==> src/rtl/data_mem_arbiter_if.sv <==
// Bus bundle between the two requesters (CPU port C, external port E), the
// data-memory arbiter, and the single-port data memory.
interface data_mem_arbiter_if #(
  parameter int AW = 11,
  parameter int DW = 32
);
  logic          c_req;
  logic          c_we;
  logic [AW-1:0] c_addr;
  logic [DW-1:0] c_wdata;
  logic          c_gnt;
  logic          c_stall;
  logic          c_rvalid;
  logic [DW-1:0] c_rdata;

  logic          e_req;
  logic          e_we;
  logic [AW-1:0] e_addr;
  logic [DW-1:0] e_wdata;
  logic          e_gnt;
  logic          e_rvalid;
  logic [DW-1:0] e_rdata;

  logic          mem_en;
  logic          mem_we;
  logic [AW-1:0] mem_addr;
  logic [DW-1:0] mem_wdata;
  logic [DW-1:0] mem_rdata;

  // Arbiter side.
  modport slave (
    input  c_req, c_we, c_addr, c_wdata,
    input  e_req, e_we, e_addr, e_wdata,
    input  mem_rdata,
    output c_gnt, c_stall, c_rvalid, c_rdata,
    output e_gnt, e_rvalid, e_rdata,
    output mem_en, mem_we, mem_addr, mem_wdata
  );

  // Requesters plus memory side.
  modport master (
    output c_req, c_we, c_addr, c_wdata,
    output e_req, e_we, e_addr, e_wdata,
    output mem_rdata,
    input  c_gnt, c_stall, c_rvalid, c_rdata,
    input  e_gnt, e_rvalid, e_rdata,
    input  mem_en, mem_we, mem_addr, mem_wdata
  );
endinterface

==> src/rtl/data_mem_arbiter.sv <==
// Two-port arbiter in front of the single-port data memory: registered owner
// with bounded hold, combinational grants, one-cycle read return tagged by port.
module data_mem_arbiter #(
  parameter int AW       = 11,
  parameter int DW       = 32,
  parameter int MAX_HOLD = 4
) (
  input  logic               clk,
  input  logic               rst,
  data_mem_arbiter_if.slave  bus
);
  localparam int HW = $clog2(MAX_HOLD + 1);

  typedef enum logic [1:0] {IDLE, OWN_C, OWN_E} state_t;

  state_t        state;
  logic          lastOwner;  // 0 = C, 1 = E
  logic [HW-1:0] holdCnt;
  logic          cRvalid, eRvalid;

  logic          cGnt, eGnt, lastBeat, holdSat;
  logic [AW-1:0] cmdAddr;
  logic [DW-1:0] cmdWdata;

  assign cGnt     = (state == OWN_C) && bus.c_req;
  assign eGnt     = (state == OWN_E) && bus.e_req;
  // holdCnt saturates so a long solo run still yields on the first beat the other side waits.
  assign lastBeat = holdCnt >= HW'(MAX_HOLD - 1);
  assign holdSat  = holdCnt == HW'(MAX_HOLD);

  assign cmdAddr  = ({AW{cGnt}} & bus.c_addr)  | ({AW{eGnt}} & bus.e_addr);
  assign cmdWdata = ({DW{cGnt}} & bus.c_wdata) | ({DW{eGnt}} & bus.e_wdata);

  assign bus.c_gnt     = cGnt;
  assign bus.e_gnt     = eGnt;
  assign bus.c_stall   = bus.c_req && !cGnt;
  assign bus.mem_en    = cGnt || eGnt;
  assign bus.mem_we    = (cGnt && bus.c_we) || (eGnt && bus.e_we);
  assign bus.mem_addr  = cmdAddr;
  assign bus.mem_wdata = cmdWdata;
  assign bus.c_rvalid  = cRvalid;
  assign bus.e_rvalid  = eRvalid;
  assign bus.c_rdata   = bus.mem_rdata;
  assign bus.e_rdata   = bus.mem_rdata;

  always_ff @(posedge clk) begin
    if (rst) begin
      state     <= IDLE;
      lastOwner <= 1'b1;
      holdCnt   <= '0;
      cRvalid   <= 1'b0;
      eRvalid   <= 1'b0;
    end else begin
      cRvalid <= cGnt && !bus.c_we;
      eRvalid <= eGnt && !bus.e_we;
      unique case (state)
        IDLE: begin
          holdCnt <= '0;
          if (bus.c_req && bus.e_req) state <= lastOwner ? OWN_C : OWN_E;
          else if (bus.c_req)         state <= OWN_C;
          else if (bus.e_req)         state <= OWN_E;
        end
        OWN_C: begin
          if (!bus.c_req) begin
            state     <= bus.e_req ? OWN_E : IDLE;
            lastOwner <= 1'b0;
            holdCnt   <= '0;
          end else if (bus.e_req && lastBeat) begin
            state     <= OWN_E;
            lastOwner <= 1'b0;
            holdCnt   <= '0;
          end else if (!holdSat) begin
            holdCnt <= holdCnt + 1'b1;
          end
        end
        OWN_E: begin
          if (!bus.e_req) begin
            state     <= bus.c_req ? OWN_C : IDLE;
            lastOwner <= 1'b1;
            holdCnt   <= '0;
          end else if (bus.c_req && lastBeat) begin
            state     <= OWN_C;
            lastOwner <= 1'b1;
            holdCnt   <= '0;
          end else if (!holdSat) begin
            holdCnt <= holdCnt + 1'b1;
          end
        end
        default: state <= IDLE;
      endcase
    end
  end
endmodule

==> src/flat_wrapper.sv <==
// flat-port wrapper written by rule: the top's interface ports become plain ports
module data_mem_arbiter_flat 
#(
  parameter int AW       = 11,
  parameter int DW       = 32,
  parameter int MAX_HOLD = 4
)
  (clk, rst, bus_c_req, bus_c_we, bus_c_addr, bus_c_wdata, bus_e_req, bus_e_we, bus_e_addr, bus_e_wdata, bus_mem_rdata, bus_c_gnt, bus_c_stall, bus_c_rvalid, bus_c_rdata, bus_e_gnt, bus_e_rvalid, bus_e_rdata, bus_mem_en, bus_mem_we, bus_mem_addr, bus_mem_wdata);
  data_mem_arbiter_if #(.AW(AW), .DW(DW)) bus_i ();
  input  logic clk;
  input  logic rst;
  input wire logic [$bits(bus_i.c_req)-1:0] bus_c_req;
  input wire logic [$bits(bus_i.c_we)-1:0] bus_c_we;
  input wire logic [$bits(bus_i.c_addr)-1:0] bus_c_addr;
  input wire logic [$bits(bus_i.c_wdata)-1:0] bus_c_wdata;
  input wire logic [$bits(bus_i.e_req)-1:0] bus_e_req;
  input wire logic [$bits(bus_i.e_we)-1:0] bus_e_we;
  input wire logic [$bits(bus_i.e_addr)-1:0] bus_e_addr;
  input wire logic [$bits(bus_i.e_wdata)-1:0] bus_e_wdata;
  input wire logic [$bits(bus_i.mem_rdata)-1:0] bus_mem_rdata;
  output wire logic [$bits(bus_i.c_gnt)-1:0] bus_c_gnt;
  output wire logic [$bits(bus_i.c_stall)-1:0] bus_c_stall;
  output wire logic [$bits(bus_i.c_rvalid)-1:0] bus_c_rvalid;
  output wire logic [$bits(bus_i.c_rdata)-1:0] bus_c_rdata;
  output wire logic [$bits(bus_i.e_gnt)-1:0] bus_e_gnt;
  output wire logic [$bits(bus_i.e_rvalid)-1:0] bus_e_rvalid;
  output wire logic [$bits(bus_i.e_rdata)-1:0] bus_e_rdata;
  output wire logic [$bits(bus_i.mem_en)-1:0] bus_mem_en;
  output wire logic [$bits(bus_i.mem_we)-1:0] bus_mem_we;
  output wire logic [$bits(bus_i.mem_addr)-1:0] bus_mem_addr;
  output wire logic [$bits(bus_i.mem_wdata)-1:0] bus_mem_wdata;
  assign bus_i.c_req = bus_c_req;
  assign bus_i.c_we = bus_c_we;
  assign bus_i.c_addr = bus_c_addr;
  assign bus_i.c_wdata = bus_c_wdata;
  assign bus_i.e_req = bus_e_req;
  assign bus_i.e_we = bus_e_we;
  assign bus_i.e_addr = bus_e_addr;
  assign bus_i.e_wdata = bus_e_wdata;
  assign bus_i.mem_rdata = bus_mem_rdata;
  assign bus_c_gnt = bus_i.c_gnt;
  assign bus_c_stall = bus_i.c_stall;
  assign bus_c_rvalid = bus_i.c_rvalid;
  assign bus_c_rdata = bus_i.c_rdata;
  assign bus_e_gnt = bus_i.e_gnt;
  assign bus_e_rvalid = bus_i.e_rvalid;
  assign bus_e_rdata = bus_i.e_rdata;
  assign bus_mem_en = bus_i.mem_en;
  assign bus_mem_we = bus_i.mem_we;
  assign bus_mem_addr = bus_i.mem_addr;
  assign bus_mem_wdata = bus_i.mem_wdata;
  data_mem_arbiter #(.AW(AW), .DW(DW), .MAX_HOLD(MAX_HOLD)) u_core (.clk(clk), .rst(rst), .bus(bus_i));
endmodule
==> config.mk <==
export PLATFORM = sky130hd
export DESIGN_NAME = data_mem_arbiter_flat
export DESIGN_NICKNAME = d
export VERILOG_FILES = /design/src/rtl/data_mem_arbiter_if.sv /design/src/rtl/data_mem_arbiter.sv /design/src/flat_wrapper.sv
export SDC_FILE = /design/constraint.sdc
export NUM_CORES = 1
export LEC_CHECK = 0
export CAP_MARGIN = 20
export CORE_AREA = 2 2 93 95
export CTS_CLUSTER_DIAMETER = 30
export DETAILED_ROUTE_END_ITERATION = 10
export DIE_AREA = 0 0 95 97
export HOLD_SLACK_MARGIN = 0.12
export PLACE_DENSITY = 0.68
export SLEW_MARGIN = 20
export SYNTH_ARGS = -nofsm -noshare
export SYNTH_HDL_FRONTEND = slang
export SYNTH_SLANG_ARGS = --single-unit
==> constraint.sdc <==
create_clock -name clk -period 4.73 [get_ports clk]
set_input_delay 0.946 -clock clk [delete_from_list [all_inputs] [get_ports clk]]
set_output_delay 0.946 -clock clk [all_outputs]
set_load 0.05 [all_outputs]
# After elaboration in Yosys (flattened, before gate mapping)
# Index checks and enable logic that the tools add are counted.
dict set report word_totals {
  register_bits 8
  inputBits 124
  output_inout_bits 114
  wordCells 61
}
dict set report op_classes {
  addsub 1
  magnitude_cmp 1
  n_eq_ne 6
  mux 22
  bitwise 6
  n_reduce_logical 20
}
# operator n
set op_table {}
lappend op_table {{$and 32x32->32} 2}
lappend op_table {{$or 32x32->32} 1}
lappend op_table {{$and 11x11->11} 2}
lappend op_table {{$mux 2} 9}
lappend op_table {{$mux 3} 5}
lappend op_table {{$or 11x11->11} 1}
lappend op_table {{$logic_and 1x1->1} 10}
lappend op_table {{$pmux 3 s3} 1}
lappend op_table {{$ne 3x3->1 const B} 2}
lappend op_table {{$pmux 2 s3} 1}
lappend op_table {{$reduce_and 3->1} 2}
lappend op_table {{$mux 1} 5}
lappend op_table {{$ne 4x3->1 const B} 1}
lappend op_table {{$add 3x1->3 const B} 1}
lappend op_table {{$eq 3x3->1 const B} 1}
lappend op_table {{$ge 3x2->1 const B} 1}
lappend op_table {{$logic_not 1->1} 3}
lappend op_table {{$reduce_bool 3->1} 1}
lappend op_table {{$eq 2x1->1 const B} 1}
lappend op_table {{$eq 2x2->1 const B} 1}
lappend op_table {{$logic_not 2->1} 1}
lappend op_table {{$logic_or 1x1->1} 2}
lappend op_table {{$pmux 1 s2} 1}
lappend op_table {{$reduce_bool 2->1} 1}

# Depth between registers and ports, before layout
dict set report logic_depth {
  ltp_word 5
  depth_mapped 6
  mapped_depth_nobuf 6
}

# Worst setup path after synthesis
# No wires, ideal clock.
dict set report synth_timing {
  path_kind {input to output}
  startpoint {in bus_c_req}
  endpoint {out bus_mem_addr[1]}
  arrival_time_ns 2.231
  t_required_ns 3.784
  path_slack_ns 1.553
  path_stages 5
  path_cell_list {buf_2 > nand2_1 > inv_2 > buf_2 > a22o_1}
}
dict set report synth_between {
  elab_chain_len 3
}
# item line_no
set synth_lines {}
lappend synth_lines {{from (decl)} flat_wrapper.sv:12} ;# input wire logic [$bits(bus_i.c_req)-1:0] bus_c_req;
lappend synth_lines {{$logic_and 1x1->1} data_mem_arbiter.sv:25} ;# assign cGnt = (state == OWN_C) && bus.c_req;
lappend synth_lines {{via bus_c_gnt} flat_wrapper.sv:21} ;# output wire logic [$bits(bus_i.c_gnt)-1:0] bus_c_gnt;
lappend synth_lines {{$and 11x11->11} data_mem_arbiter.sv:31} ;# assign cmdAddr = ({AW{cGnt}} & bus.c_addr) | ({AW{eGnt}} & bus.e_addr);
lappend synth_lines {{$or 11x11->11} data_mem_arbiter.sv:31}
lappend synth_lines {{to (decl)} flat_wrapper.sv:30} ;# output wire logic [$bits(bus_i.mem_addr)-1:0] bus_mem_addr;
# The timed path passes the listed nets, and every way through them passes these cells.

# Final worst setup path
dict set report layout_timing {
  startpoint {in bus_e_req}
  endpoint {out bus_mem_addr[1]}
}
dict set report layout_between {
  elab_chain_len 3
}
# item line_no
set layout_lines {}
lappend layout_lines {{from (decl)} flat_wrapper.sv:16} ;# input wire logic [$bits(bus_i.e_req)-1:0] bus_e_req;
lappend layout_lines {{$logic_and 1x1->1} data_mem_arbiter.sv:26} ;# assign eGnt = (state == OWN_E) && bus.e_req;
lappend layout_lines {{$and 11x11->11} data_mem_arbiter.sv:31}
lappend layout_lines {{$or 11x11->11} data_mem_arbiter.sv:31}
# No other way between the ends.

==> flow_metrics.py <==
metrics = {
    "run_status": {
        "status": "finished, final reports clean",
    },
    "global_routing": {
        "antenna_violations_before_repair": 1,
        "grt_max_degree": 25,
        "track_usage": 0.128,
        "vias_in_the_first_global_route": 1574,
        "grt_overflow_total": 0,
        "grt_pass1_wl_um": 9030,
    },
    "drt": {
        "detailroute.via_count": 1562,
        "detailedRoute.firstPassIterationCount": 4,
        "avgRoutedWirePerCell_um": 17.9,
        "routed_wl_um": 6550,
        "detail_route.drc_violations": 0,
        "drt_iter0_markers": 35,
        "drtAntennaViolNets": 0,
        "routed_via_density": 4.27,
    },
    "power": {
        "power_frac_seq": 0.090,
        "pwr-share-clk": 0.076,
        "cellLeakagePower_nw": 1.05,
        "vdd_ir_drop_max_v": 0.000205,
        "power-per-cell-area_mw_per_mm2": 428,
        "intPower_uw": 455,
        "p_sw_uw": 605,
        "pwr-share-comb": 0.834,
        "power.switching_fraction": 0.571,
        "finalPower_mw": 1.06,
    },
    "floorplan": {
        "floorplan.rows": 33,
        "floorplan.io_pins": 238,
        "design.core.area_mm2": 0.00813,
        "effective_utilization_at_floorplan": 0.184,
        "design.die.area_mm2": 0.00922,
        "die_h_um": 97,
        "fp.dieW_um": 95,
    },
    "timing": {
        "fin_tns_setup_ns": 0,
        "finalWorstSetupSlack_ns": 0.626,
        "finalSetupViolCount": 0,
        "timing.final.crit_period_ns": 4.10,
        "grt_setup_unrepaired": "false",
        "post_route_clock_skew_ns": 0.00170,
        "final_hold_violating_endpoints": 0,
        "clock.fmax_mhz": 244,
        "timing_max_transition_violations_final": 0,
        "worstMarginPinSlew_ns": 0.560,
        "slew_headroom": 0.626,
        "final.period_utilization": 0.868,
    },
    "logic_synthesis": {
        "synthesis.nets": 319,
        "synth_cell_types": 30,
        "syn_avg_cell_area_um2": 8.01,
        "post_synth_inst_count": 187,
        "postSynthRegisterBits": 8,
        "syn_area_mm2": 0.00150,
        "synth-seq-area-share": 0.107,
        "yosys_warnings": 0,
    },
    "clock_tree": {
        "cts_bufs_inserted": 3,
        "ctsLongestPathBuffers": 2,
        "clk_latency_ns": 0.23,
        "postCtsHoldBufs": 0,
        "cts.clk_slew.worst_paths_ns": 0.04,
        "post_cts.resized_instances": 0,
        "clock-sinks": 8,
        "cts_post_setup_buffers_inserted": 0,
        "clock_tree.root_cell": "sky130_fd_sc_hd__clkbuf_8",
        "cts_max_level": 1,
        "cts_tree": "yes",
    },
    "worst_hold_path": {
        "hold_path.class": "reg -> reg",
    },
    "place": {
        "routabilityCongestion": 0.854,
        "place_area_mm2": 0.00244,
        "hpwl_um": 5460,
        "place_worst_setup_slack_ns": 0.613,
        "port-buffer-count": 141,
        "placed_cells": 362,
    },
    "critical_path": {
        "worst_path_dominant_cell_family": "buffers and inverters",
        "end_kind": "output port",
        "critical_path.max_stage_delay_ns": 0.80,
        "critical_path.startpoint_type": "input port",
        "path_buf_inv": 3,
        "worst_path_most_repeated_cell": "sky130_fd_sc_hd__clkdlybuf4s50_1",
        "worst_path_max_delay_cell": "sky130_fd_sc_hd__clkdlybuf4s50_1",
        "crit_required_ns": 3.78,
        "crit_chain": "clkdlybuf4s50_1 -> nand2_1 -> inv_2 -> a22o_1 -> clkdlybuf4s50_1",
        "worst_ep_arrival_time_ns": 3.16,
        "critical_path.max_fanout": 24,
        "worstSetupPathType": "in -> out",
    },
    "finish": {
        "final_cell_area_mm2": 0.00248,
        "multi_input_area_um2": 774,
        "instances_no_fill": 366,
        "post_route_cells_drive_above_1_share": 0.200,
        "layout.filler_cells": 876,
        "nets": 394,
        "area_growth_pct": 65.6,
        "register_area_um2": 160,
    },
    "flow_run": {
        "max-cap-violations": 0,
    },
}
==> layout by cell type (no fill, tap or decap), types with 3 or more instances in the layout <==
cell,synthesis,final
sky130_fd_sc_hd__nor3_1,3,3
sky130_fd_sc_hd__clkbuf_8,0,3
sky130_fd_sc_hd__inv_1,7,7
sky130_fd_sc_hd__o21ai_0,4,4
sky130_fd_sc_hd__nor2b_1,3,3
sky130_fd_sc_hd__dfxtp_1,8,8
sky130_fd_sc_hd__a22o_1,44,44
sky130_fd_sc_hd__a21oi_1,3,3
sky130_fd_sc_hd__buf_4,64,42
sky130_fd_sc_hd__nor2_1,6,6
sky130_fd_sc_hd__ha_1,8,8
sky130_fd_sc_hd__nand2_1,7,7
sky130_fd_sc_hd__clkdlybuf4s50_1,0,102
==> registers in the layout (all words and copies together), names as in the netlist <==
name	flops
u_core.lastOwner	1
u_core.state	2
u_core.holdCnt	3
u_core.bus.c_rvalid	1
u_core.bus.e_rvalid	1
==> area by class of cell <==
type,instances,share of cell area
Multi-Input combinational cell,96,0.312
Timing Repair Buffer,144,0.539
Tap cell,105,0.0530
Sequential cell,8,0.0646
Inverter,9,0.0136
Antenna cell,1,0.00101
Clock buffer,3,0.0166
==> metal layers <==
metal | wire length [µm] | global-route usage
met1 | 2420 | 0.138
met2 | 3190 | 0.229
met3 | 861 | 0.0561
met4 | 79 | 0.0234
met5 | 0 | 0
==> worst paths after layout <==
kind	start	end	slack (ns)	cells after the start
setup / recovery	bus_e_req	bus_mem_addr[1]	0.63	5
hold / removal	u_core.holdCnt[1]$_SDFFE_PP0P_	u_core.holdCnt[1]$_SDFFE_PP0P_	0.52	2
setup reg to reg	u_core.state[0]$_SDFFE_PP0P_	u_core.state[0]$_SDFFE_PP0P_	2.71	7
hold reg to reg	u_core.holdCnt[1]$_SDFFE_PP0P_	u_core.holdCnt[1]$_SDFFE_PP0P_	0.52	2
==> power by group through the flow <==
stage,combinational (mW),sequential (mW),clock (mW)
after global routing,0.923,0.0982,0.0868
after global placement,0.882,0.0953,0
after CTS,0.891,0.0949,0.0856
after floorplan,0.730,0.0965,0
final,0.884,0.0954,0.0810
after detailed placement,0.885,0.0961,0
==> through the flow <==
step	util	hold slack, ns
floorplan	-	0.472
global placement	0.299	0.497
detailed placement	0.299	0.518
CTS	0.305	0.522
global route	0.305	0.544
finish	0.305	0.516
==> worst reg2reg max path, cell delays in order (launching register included) <==
cell and delay [ns]:
sky130_fd_sc_hd__dfxtp_1 0.35, sky130_fd_sc_hd__inv_1 0.10, sky130_fd_sc_hd__ha_1 0.25, sky130_fd_sc_hd__nand2_1 0.18, sky130_fd_sc_hd__inv_2 0.36, sky130_fd_sc_hd__buf_4 0.39
sky130_fd_sc_hd__o221ai_1 0.16, sky130_fd_sc_hd__mux2i_1 0.15
==> synthesized netlist by cell type <==
library cell	n	area share
sky130_fd_sc_hd__mux2_4	1	0.010
sky130_fd_sc_hd__inv_2	2	0.0050
sky130_fd_sc_hd__nor3_1	3	0.010
sky130_fd_sc_hd__a211o_1	1	0.0058
sky130_fd_sc_hd__a211o_4	1	0.012
sky130_fd_sc_hd__dfxtp_1	8	0.11
sky130_fd_sc_hd__nor2_1	6	0.015
sky130_fd_sc_hd__buf_4	64	0.32
sky130_fd_sc_hd__a21boi_0	1	0.0050
sky130_fd_sc_hd__a2111oi_0	1	0.0058
sky130_fd_sc_hd__o221ai_1	1	0.0058
sky130_fd_sc_hd__a21oi_4	2	0.022
sky130_fd_sc_hd__nand2_1	7	0.018
sky130_fd_sc_hd__nor2b_1	3	0.013
sky130_fd_sc_hd__inv_1	7	0.018
sky130_fd_sc_hd__a22o_1	44	0.26
sky130_fd_sc_hd__o21ai_1	1	0.0033
sky130_fd_sc_hd__a21oi_1	3	0.010
sky130_fd_sc_hd__o21ai_0	4	0.013
sky130_fd_sc_hd__nand3_1	2	0.0067
sky130_fd_sc_hd__nand2b_1	1	0.0042
sky130_fd_sc_hd__a31oi_1	1	0.0042
sky130_fd_sc_hd__o21bai_1	1	0.0050
sky130_fd_sc_hd__mux2i_1	1	0.0067
sky130_fd_sc_hd__ha_1	8	0.067
sky130_fd_sc_hd__o22ai_1	1	0.0042
sky130_fd_sc_hd__o31a_1	1	0.0058
sky130_fd_sc_hd__clkbuf_1	1	0.0025
sky130_fd_sc_hd__a211oi_2	1	0.0084
sky130_fd_sc_hd__buf_2	9	0.030
==> cells by family (layout without fill, tap and decap cells) <==
kind of cell               count (synthesis)  count (layout)  synth area share
other                                      0               1                 0
DFF                                        8               8             0.107
and+or+nand+nor                           22              22            0.0660
buffers and inverters                     83             156             0.376
AOI/OAI and AO/OA                         64              64             0.368
muxes                                      2               2            0.0167
adders and majority gates                  8               8            0.0668
No activity file was read; power rests on OpenSTA's default activity.
